`src/rtl/fetch_ctrl.sv`:
```
// Instruction fetch controller: single outstanding request, one-entry skid
// buffer, delayed-branch redirect handling with wrong-path kill.
module fetch_ctrl (
  input  logic        clk,
  input  logic        reset,
  input  logic        stall,
  input  logic        redir_valid,
  input  logic [31:0] redir_pc,
  output logic        im_req,
  output logic [31:0] im_addr,
  input  logic        im_ack,
  input  logic [31:0] im_rdata,
  output logic        if_valid,
  output logic [31:0] if_pc,
  output logic [31:0] if_instr,
  output logic        pc_align_err
);

  localparam logic [31:0] RESET_PC = 32'h0000_3000;

  typedef enum logic [1:0] {IDLE, BUSY, SKID} state_e;

  state_e      state_q, state_d;
  logic [31:0] pc_q, pc_d;
  logic        im_req_q, im_req_d;
  logic        if_valid_q, if_valid_d;
  logic [31:0] if_pc_q, if_pc_d;
  logic [31:0] if_instr_q, if_instr_d;
  logic [31:0] skid_pc_q, skid_pc_d;
  logic [31:0] skid_instr_q, skid_instr_d;
  logic        pend_q, pend_d;
  logic [31:0] pend_pc_q, pend_pc_d;
  logic        kill_q, kill_d;
  logic        align_err_q, align_err_d;

  logic [31:0] tgt;
  logic [31:0] nxt;

  always_comb begin
    tgt          = {redir_pc[31:2], 2'b00};
    nxt          = pend_q ? pend_pc_q : pc_q + 32'd4;
    state_d      = state_q;
    pc_d         = pc_q;
    if_valid_d   = if_valid_q;
    if_pc_d      = if_pc_q;
    if_instr_d   = if_instr_q;
    skid_pc_d    = skid_pc_q;
    skid_instr_d = skid_instr_q;
    pend_d       = pend_q;
    pend_pc_d    = pend_pc_q;
    kill_d       = kill_q;
    align_err_d  = redir_valid && (redir_pc[1:0] != 2'b00);

    case (state_q)
      IDLE: begin
        state_d = BUSY;
        if (!stall) if_valid_d = 1'b0;
      end
      BUSY: begin
        if (redir_valid && if_valid_q) begin
          // Delay slot is leaving if_* now, so the outstanding fetch is wrong-path.
          if_valid_d = 1'b0;
          if (im_ack) begin
            pc_d   = tgt;
            pend_d = 1'b0;
            kill_d = 1'b0;
          end else begin
            pend_d    = 1'b1;
            pend_pc_d = tgt;
            kill_d    = 1'b1;
          end
        end else if (im_ack && kill_q) begin
          pc_d   = redir_valid ? tgt : nxt;
          pend_d = 1'b0;
          kill_d = 1'b0;
          if (!stall) if_valid_d = 1'b0;
        end else if (im_ack) begin
          if (!if_valid_q || !stall) begin
            if_valid_d = 1'b1;
            if_pc_d    = pc_q;
            if_instr_d = im_rdata;
          end else begin
            skid_pc_d    = pc_q;
            skid_instr_d = im_rdata;
            state_d      = SKID;
          end
          pc_d   = redir_valid ? tgt : nxt;
          pend_d = 1'b0;
        end else begin
          if (redir_valid) begin
            pend_d    = 1'b1;
            pend_pc_d = tgt;
          end
          if (!stall) if_valid_d = 1'b0;
        end
      end
      SKID: begin
        if (redir_valid) begin
          if_valid_d = 1'b0;
          pc_d       = tgt;
          pend_d     = 1'b0;
          kill_d     = 1'b0;
          state_d    = BUSY;
        end else if (!stall) begin
          if_valid_d = 1'b1;
          if_pc_d    = skid_pc_q;
          if_instr_d = skid_instr_q;
          state_d    = BUSY;
        end
      end
      default: state_d = IDLE;
    endcase

    im_req_d = (state_d == BUSY);
  end

  always_ff @(posedge clk or negedge reset) begin
    if (!reset) begin
      state_q      <= IDLE;
      pc_q         <= RESET_PC;
      im_req_q     <= 1'b0;
      if_valid_q   <= 1'b0;
      if_pc_q      <= '0;
      if_instr_q   <= '0;
      skid_pc_q    <= '0;
      skid_instr_q <= '0;
      pend_q       <= 1'b0;
      pend_pc_q    <= '0;
      kill_q       <= 1'b0;
      align_err_q  <= 1'b0;
    end else begin
      state_q      <= state_d;
      pc_q         <= pc_d;
      im_req_q     <= im_req_d;
      if_valid_q   <= if_valid_d;
      if_pc_q      <= if_pc_d;
      if_instr_q   <= if_instr_d;
      skid_pc_q    <= skid_pc_d;
      skid_instr_q <= skid_instr_d;
      pend_q       <= pend_d;
      pend_pc_q    <= pend_pc_d;
      kill_q       <= kill_d;
      align_err_q  <= align_err_d;
    end
  end

  assign im_req       = im_req_q;
  assign im_addr      = pc_q;
  assign if_valid     = if_valid_q;
  assign if_pc        = if_pc_q;
  assign if_instr     = if_instr_q;
  assign pc_align_err = align_err_q;

endmodule

```
`config.mk`:
```
export PLATFORM = sky130hd
export DESIGN_NAME = fetch_ctrl
export DESIGN_NICKNAME = d
export VERILOG_FILES = /design/src/rtl/fetch_ctrl.sv
export SDC_FILE = /design/constraint.sdc
export NUM_CORES = 1
export LEC_CHECK = 0
export ABC_AREA = 0
export CAP_MARGIN = 25
export CORE_MARGIN = 4
export CORE_UTILIZATION = 50
export DETAILED_ROUTE_END_ITERATION = 16
export PLACE_DENSITY = 0.77
export SYNTH_ARGS = -nofsm -noshare
export SYNTH_HDL_FRONTEND = slang
export SYNTH_SLANG_ARGS = --single-unit
```
`constraint.sdc`:
```
create_clock -name clk -period 2.9 [get_ports clk]
set_clock_uncertainty 0.15 [all_clocks]
set_input_delay 0.58 -clock clk [delete_from_list [all_inputs] [get_ports clk]]
set_output_delay 0.58 -clock clk [all_outputs]
set_load 0.01 [all_outputs]
```
==> results of run 1 <==
cells in the mapped netlist, drive strengths merged, types with 3 or more instances:
cell type and number:
a211oi 3, inv 10, nor3 10, clkbuf 20, mux2i 68, and2 3, dfrtp 189, a31oi 15
nor2 28, and3 13, a21oi 23, nand3 14, a22o 10, o21ai 101, nor4 3, a21o 3
mux2 92, xor2 16, o211ai 3, ha 5, a221oi 4, xnor2 5, nand4 9, nand2 85
buf 39
worst paths after layout:
check | end | depth (start not counted)
setup / recovery | im_addr[27]$_DFFE_PN0P_ | 7
hold / removal | if_instr[25]$_DFFE_PN0P_ | 1
setup reg to reg | im_addr[27]$_DFFE_PN0P_ | 7
hold reg to reg | if_instr[14]$_DFFE_PN0P_ | 2
max in group asynchronous | skid_pc_q[24]$_DFFE_PN0P_ | 2
min in group clk | if_instr[14]$_DFFE_PN0P_ | 2
cells by family after synthesis:
family,count (synthesis),share of synthesized area (%)
multiplexers,160,19.0
AO/OA/AOI/OAI,172,11.1
buffers and inverters,69,4.42
XOR/XNOR,21,2.03
other,1,0.0415
adder cells (fa/ha/maj),5,0.692
AND/OR/NAND/NOR,175,9.86
flip-flops,191,52.9
final cells by class:
type	instances	area (um2)
sequential	191	4780
clock buffer	19	443
multi-input combinational	537	3900
tap	225	282
fill	1340	6000
inverter	10	37.5
clock inverter	13	130
timing repair buffer	183	1900
through the flow:
stage	power [mW]	util [%]	setup slack, ns	hold WS (ns)	instance area, um2
6_report	11.7	65.7	0.249	0.00218	11500
5_1_grt	12.6	65.7	0.0874	0.0465	11500
3_5_place_dp	9.54	62.4	0.205	0.319	10900
4_1_cts	11.8	65.7	0.314	0.0243	11500
3_3_place_gp	9.37	62.4	0.249	0.310	10900
2_1_floorplan	7.38	-	0.862	0.134	9050
flip-flops by register name, indices dropped and copies added (netlist names):
signal,cells
pc_align_err,1
if_valid,1
pend_q,1
if_instr,32
pend_pc_q,30
skid_pc_q,30
kill_q,1
state_q,2
im_addr,30
skid_instr_q,32
if_pc,30
im_req,1
report_power, final:
part	total [mW]	internal, mW	switching, mW
Clock	2.27	1.22	1.04
Combinational	4.69	2.46	2.24
Sequential	4.76	3.83	0.930
worst max-delay path, delay by kind of cell (launching register included):
| family | cells | cell delay (ns) |
|---|---|---|
| buffers and inverters | 1 | 0.11 |
| and+or+nand+nor | 2 | 1.07 |
| DFF | 1 | 0.44 |
| adders and majority gates | 1 | 0.40 |
| AOI/OAI and AO/OA | 3 | 0.39 |
layer usage:
| layer | vias to the layer above | GRT usage, % |
|---|---|---|
| li1 | 3122 | - |
| met1 | 3233 | 28.0 |
| met2 | 196 | 35.2 |
| met3 | 23 | 3.56 |
| met4 | 0 | 6.50 |
| met5 | - | 0 |
cell usage in the layout, fill, tap and decap left out, types with 3 or more instances in the layout:
cell             instances
mux2_2                  90
xor2_1                  16
inv_6                    3
mux2i_1                 68
xnor2_1                  5
nor3_1                   6
buf_12                   9
o21ai_1                 10
buf_4                   11
a22o_1                  10
a211oi_1                 3
and3_1                  12
a31oi_1                 15
dfrtp_1                189
a221oi_1                 3
o21ai_0                 91
a21oi_1                 22
nand2_1                 84
o211ai_1                 3
inv_1                   10
clkinvlp_4               3
nand4_1                  8
clkdlybuf4s50_1        162
nor2_1                  27
ha_1                     4
nand3_1                 11
nor3_2                   3
conb_1                   4
clkbuf_16               17
clkinv_4                 4
==> results.md, run 1 <==
- Status: completed
- DRC Markers: 0
- PwrDens: approximately 1000 nW/um2
- CTS Hold Buffers Added: 0
- Routability cong.: about 0.84
- Final Hold Vio Count: 0
- Avg Cell Area, Syn: around 11 um2
- Number of antenna repair diodes: 0
- Core ar.: about 17000 um2
- Actual slew at the worst max-slew pin: just over 1 ns
- Via count: around 6600
- Hold Crit Class: primary input to asynchronous set/reset pin
- Die height: around 140 um
- Initial Util: 51.7%
- TritonCTS Buffers: 17
- TritonRoute pass-1 iters: 5
- Metal3 WL: 1220 um
- Nets: 1014
- EDFF count, synth: 0
- Yosys top cell area share: 52.3%
- # port buffers: between 150 and 200
- Reg-to-Reg Start: state_q[1]$_DFF_PN0_
- CTS tree: done
- Fin crit share: between 90% and 100%
- Placed cells: 1146
- I/O pins: ~170
- Htree depth: 4
- Chip width: 142 um
- Root Buffer: clkbuf_16
- Synthesized cell area: between 9000 and 10000 um2
- Antenna violation net count after detailed routing: 0
- Clock sinks: about 190
- Post-synth top area cell: dfrtp_1
- Initial antenna violation count: 0
- Min Clock Period, post-route: ~2.7 ns
- Critical path, cell by cell: inv_1 -> ha_1 -> nand2_1 -> nor3_2 -> a22o_1 -> a31oi_1 -> o21ai_1
- Startpoint Class: register
- CP Launch Point: state_q[1]$_DFF_PN0_
- Slew Viols, Final: 0
- CTS Buffer Depth: 2
- Seq cells post-synth: ~190
- Clk Latency, worst-skew pair: around 0.43 ns
- Placed wire-length estimate: approximately 14000 um
- FP Rows: between 40 and 50
- RSZ-0062 raised after global routing: no
- CP max stage cell: nor3_2
- Max-Cap Viols: 0
- Worst IR Drop VDD: between 0.0005 and 0.0006 V
- Fraction of registers with async set/reset: 100%
- Worst-path clk slew: 0.07 ns
- YS warnings: 0
- Vias in the first global route: between 6000 and 7000
- Max Fanout on Critical Path: 12
- Met2 WL: 10000 um
- Tot GR Track Use: between 20% and 30%
- CTS resizes: 0
- Largest net degree at the start of global routing: 74
- Worst EP required: 3.10 ns
- Max incr delay on CP: 0.83 ns
- FF-to-FF setup slack: between 0.2 and 0.25 ns
- Setup TNS: 0 ns
- Synth cell types: 60
- Routed len/inst: 17.7 um
- Uppermost layer routed: met4
- Cell Count, Final, Fillers Out: 1178
- Worst EP arrival: roughly 2.9 ns
- Post-synthesis sequential area ratio: a little over half
- Setup repair bufs after CTS: 0
- Die footprint: ~20000 um2
- Fmax achieved: 377 MHz
- First-pass GRT wire length: 34200 um
- WL met1: between 9000 and 10000 um
- Overflow after GRT: 0
- Layout cell share with drive strength beyond 1: ~17%
- Setup CP Type: register to register
- Drt total wl: 20900 um
- Synth Instances: about 800
- Final setup fails: 0
- Area contributors post-synth: dfrtp_1, mux2_2, mux2i_1
- Pleak: ~4.8 nW
- CP Capture Type: register
- Slew margin rel.: a little under a third
- DRT iter0 DRCs: approximately 350
- Area grow syn2layout: 27.0%
- Vias/cell: ~5.6
- Main flop type after synthesis: dfrtp_1
No activity file was read; power rests on OpenSTA's default activity.
==> run 2: changes to the inputs <==
--- a/config.mk
+++ b/config.mk
@@ -10,6 +10,7 @@
 export CORE_MARGIN = 4
 export CORE_UTILIZATION = 50
 export DETAILED_ROUTE_END_ITERATION = 16
+export MAX_ROUTING_LAYER = met4
 export PLACE_DENSITY = 0.77
 export SYNTH_ARGS = -nofsm -noshare
 export SYNTH_HDL_FRONTEND = slang
==> results.md, run 2 (synthesis gave the netlist of run 1 again) <==
- Final Hold Vio Count: 2
- Overflow after GRT: 0
- Htree depth: 4
- Layout cell share with drive strength beyond 1: 17.2%
- Clock power share: around a fifth
- Core ar.: between 15000 and 20000 um2
- CTS Hold Buffers Added: 0
- Comb power frac: between 40% and 50%
- Actual slew at the worst max-slew pin: around 0.96 ns
- Worst hold slack: -0.00655 ns
- Tot Pwr: around 12 mW
- Number of antenna repair diodes: 0
- # port buffers: 163
- Vias/cell: 5.59
- Clock sinks: around 190
- Slew margin rel.: ~35%
- Vias in the first global route: 6724
- Net Switching: 4.21 mW
- DRT iter0 DRCs: 370
- CTS tree: done
- RSZ-0062 raised after global routing: no
- First-pass GRT wire length: around 34000 um
- CP max stage cell: nor3_2
- CP Capture Type: register
- Fmax achieved: 385 MHz
- Setup CP Type: register to register
- Area grow syn2layout: 27.0%
- Chip width: 142 um
- Antenna violation net count after detailed routing: 0
- Slew Viols, Final: 0
- Worst R2R Path Depth: 7
- Startpoint Class: register
- Reg-to-Reg Start: state_q[1]$_DFF_PN0_
- Drt total wl: between 20000 and 25000 um
- Worst IR Drop VDD: 0.000506 V
- Worst EP required: between 3 and 4 ns
- Setup TNS: 0 ns
- Root Buffer: clkbuf_16
- Routability cong.: roughly 0.85
- FP Rows: 48
- Failing checks: hold timing
- Clk Latency, worst-skew pair: about 0.43 ns
- Placed wire-length estimate: approximately 14000 um
- Most common cell after layout, fill and taps aside: dfrtp_1
- Max Fanout on Critical Path: 12
- Die footprint: approximately 20000 um2
- Worst-path clk slew: 0.07 ns
- Crit path buf inv count: 1
- Pleak: 4.83 nW
- Critical path, cell by cell: inv_1 -> ha_1 -> nand2_1 -> nor3_2 -> a22o_1 -> a31oi_1 -> o21ai_1
- TritonRoute pass-1 iters: 5
- Most frequent cells in the layout: dfrtp_1, clkdlybuf4s50_1, o21ai_0
- Worst EP arrival: 2.79 ns
- Min Clock Period, post-route: ~2.6 ns
- Die height: between 100 and 150 um
- Via count: about 6600
- Worst path top cell family by delay: simple AND/OR/NAND/NOR gates
- Tot GR Track Use: 21.6%
- Max incr delay on CP: approximately 0.78 ns
- Setup repair bufs after CTS: 0
- I/O pins: approximately 170
- Hold Crit Class: primary input to asynchronous set/reset pin
- Routed len/inst: 17.7 um
- Initial Util: about half
- CTS resizes: 0
- P_int: 7.52 mW
- Status: complete, but fails checks
- Sw frac: between 30% and 40%
- R2r endpoint: im_addr[27]$_DFFE_PN0P_
- FF-to-FF setup slack: around 0.31 ns
- Largest net degree at the start of global routing: 74
- Max-Cap Viols: 0
- TritonCTS Buffers: 17
- Final setup fails: 0
- Fin crit share: approximately nine tenths
- Sequential fraction of design power: between 40% and 50%
- Nets: between 1000 and 1500
- DRC Markers: 0
- Initial antenna violation count: 0
- CTS Buffer Depth: 2
- PwrDens: just over 1000 nW/um2
run 2: cell counts in the layout (fill, tap and decap cells not counted):
No cell type changed its count.
run 2: area by class of cell:
| cell class | count | area, um2 |
|---|---|---|
| inverter | 10 | 37.5 |
| tap | 225 | 282 |
| clock inverter | 13 | 130 |
| fill | 1340 | 6000 |
| sequential | 191 | 4780 |
| clock buffer | 19 | 443 |
| timing repair buffer | 183 | 1900 |
| multi-input combinational | 537 | 3900 |
run 2: metrics by stage:
step | cells | hold slack [ns] | cell area, um2 | utilization (%) | worst slack [ns]
6_report | 1178 | -0.00655 | 11500 | 65.7 | 0.306
3_5_place_dp | 1146 | 0.319 | 10900 | 62.4 | 0.205
4_1_cts | 1178 | 0.0243 | 11500 | 65.7 | 0.314
3_3_place_gp | 1146 | 0.310 | 10900 | 62.4 | 0.249
5_1_grt | 1178 | 0.0420 | 11500 | 65.7 | 0.0874
2_1_floorplan | 797 | 0.134 | 9050 | - | 0.862
run 2: worst register-to-register path, delay by kind of cell (launching register included):
family | cells | cell delay (ns)
and+or+nand+nor | 2 | 1.03
AOI/OAI and AO/OA | 3 | 0.39
buffers and inverters | 1 | 0.11
adders and majority gates | 1 | 0.40
DFF | 1 | 0.44
run 2: power by group through the flow:
stage | clock network (mW) | registers (mW) | logic (mW)
after floorplan | 0 | 4.80 | 2.58
after global placement | 0 | 4.77 | 4.60
after detailed placement | 0 | 4.81 | 4.73
after CTS | 2.32 | 4.77 | 4.76
after global routing | 2.44 | 4.93 | 5.19
final | 2.27 | 4.76 | 4.70
run 2: routing by layer:
layer  routed length, um  global-route usage [%]  up-vias  share of wire [%]
met2               10100                    35.2      179                 48
met3                1010                    3.76       21                4.9
li1                    -                       -     3115                  -
met1                9490                    28.2     3268                 46
met4                 276                    5.45        0                1.3
met5                   0                       -        -                  0
run 2: how the worst max path moves through the flow:
| stage | start | endpoint | cells after the start |
|---|---|---|---|
| 3_5_place_dp | redir_valid | im_addr[27]$_DFFE_PN0P_ | 6 |
| 2_1_floorplan | state_q[1]$_DFF_PN0_ | skid_instr_q[0]$_DFFE_PN0P_ | 7 |
| 3_3_place_gp | redir_valid | skid_instr_q[31]$_DFFE_PN0P_ | 6 |
| 5_1_grt | state_q[1]$_DFF_PN0_ | im_addr[27]$_DFFE_PN0P_ | 7 |
| 4_1_cts | state_q[1]$_DFF_PN0_ | im_addr[27]$_DFFE_PN0P_ | 7 |
| 6_report | state_q[1]$_DFF_PN0_ | im_addr[27]$_DFFE_PN0P_ | 7 |
==> run 3: changes to the inputs <==
--- a/config.mk
+++ b/config.mk
@@ -15,3 +15,4 @@
 export SYNTH_ARGS = -nofsm -noshare
 export SYNTH_HDL_FRONTEND = slang
 export SYNTH_SLANG_ARGS = --single-unit
+export TNS_END_PERCENT = 50
==> results of run 3 <==
Final layout, timing and power as in run 2 (identical DEF).
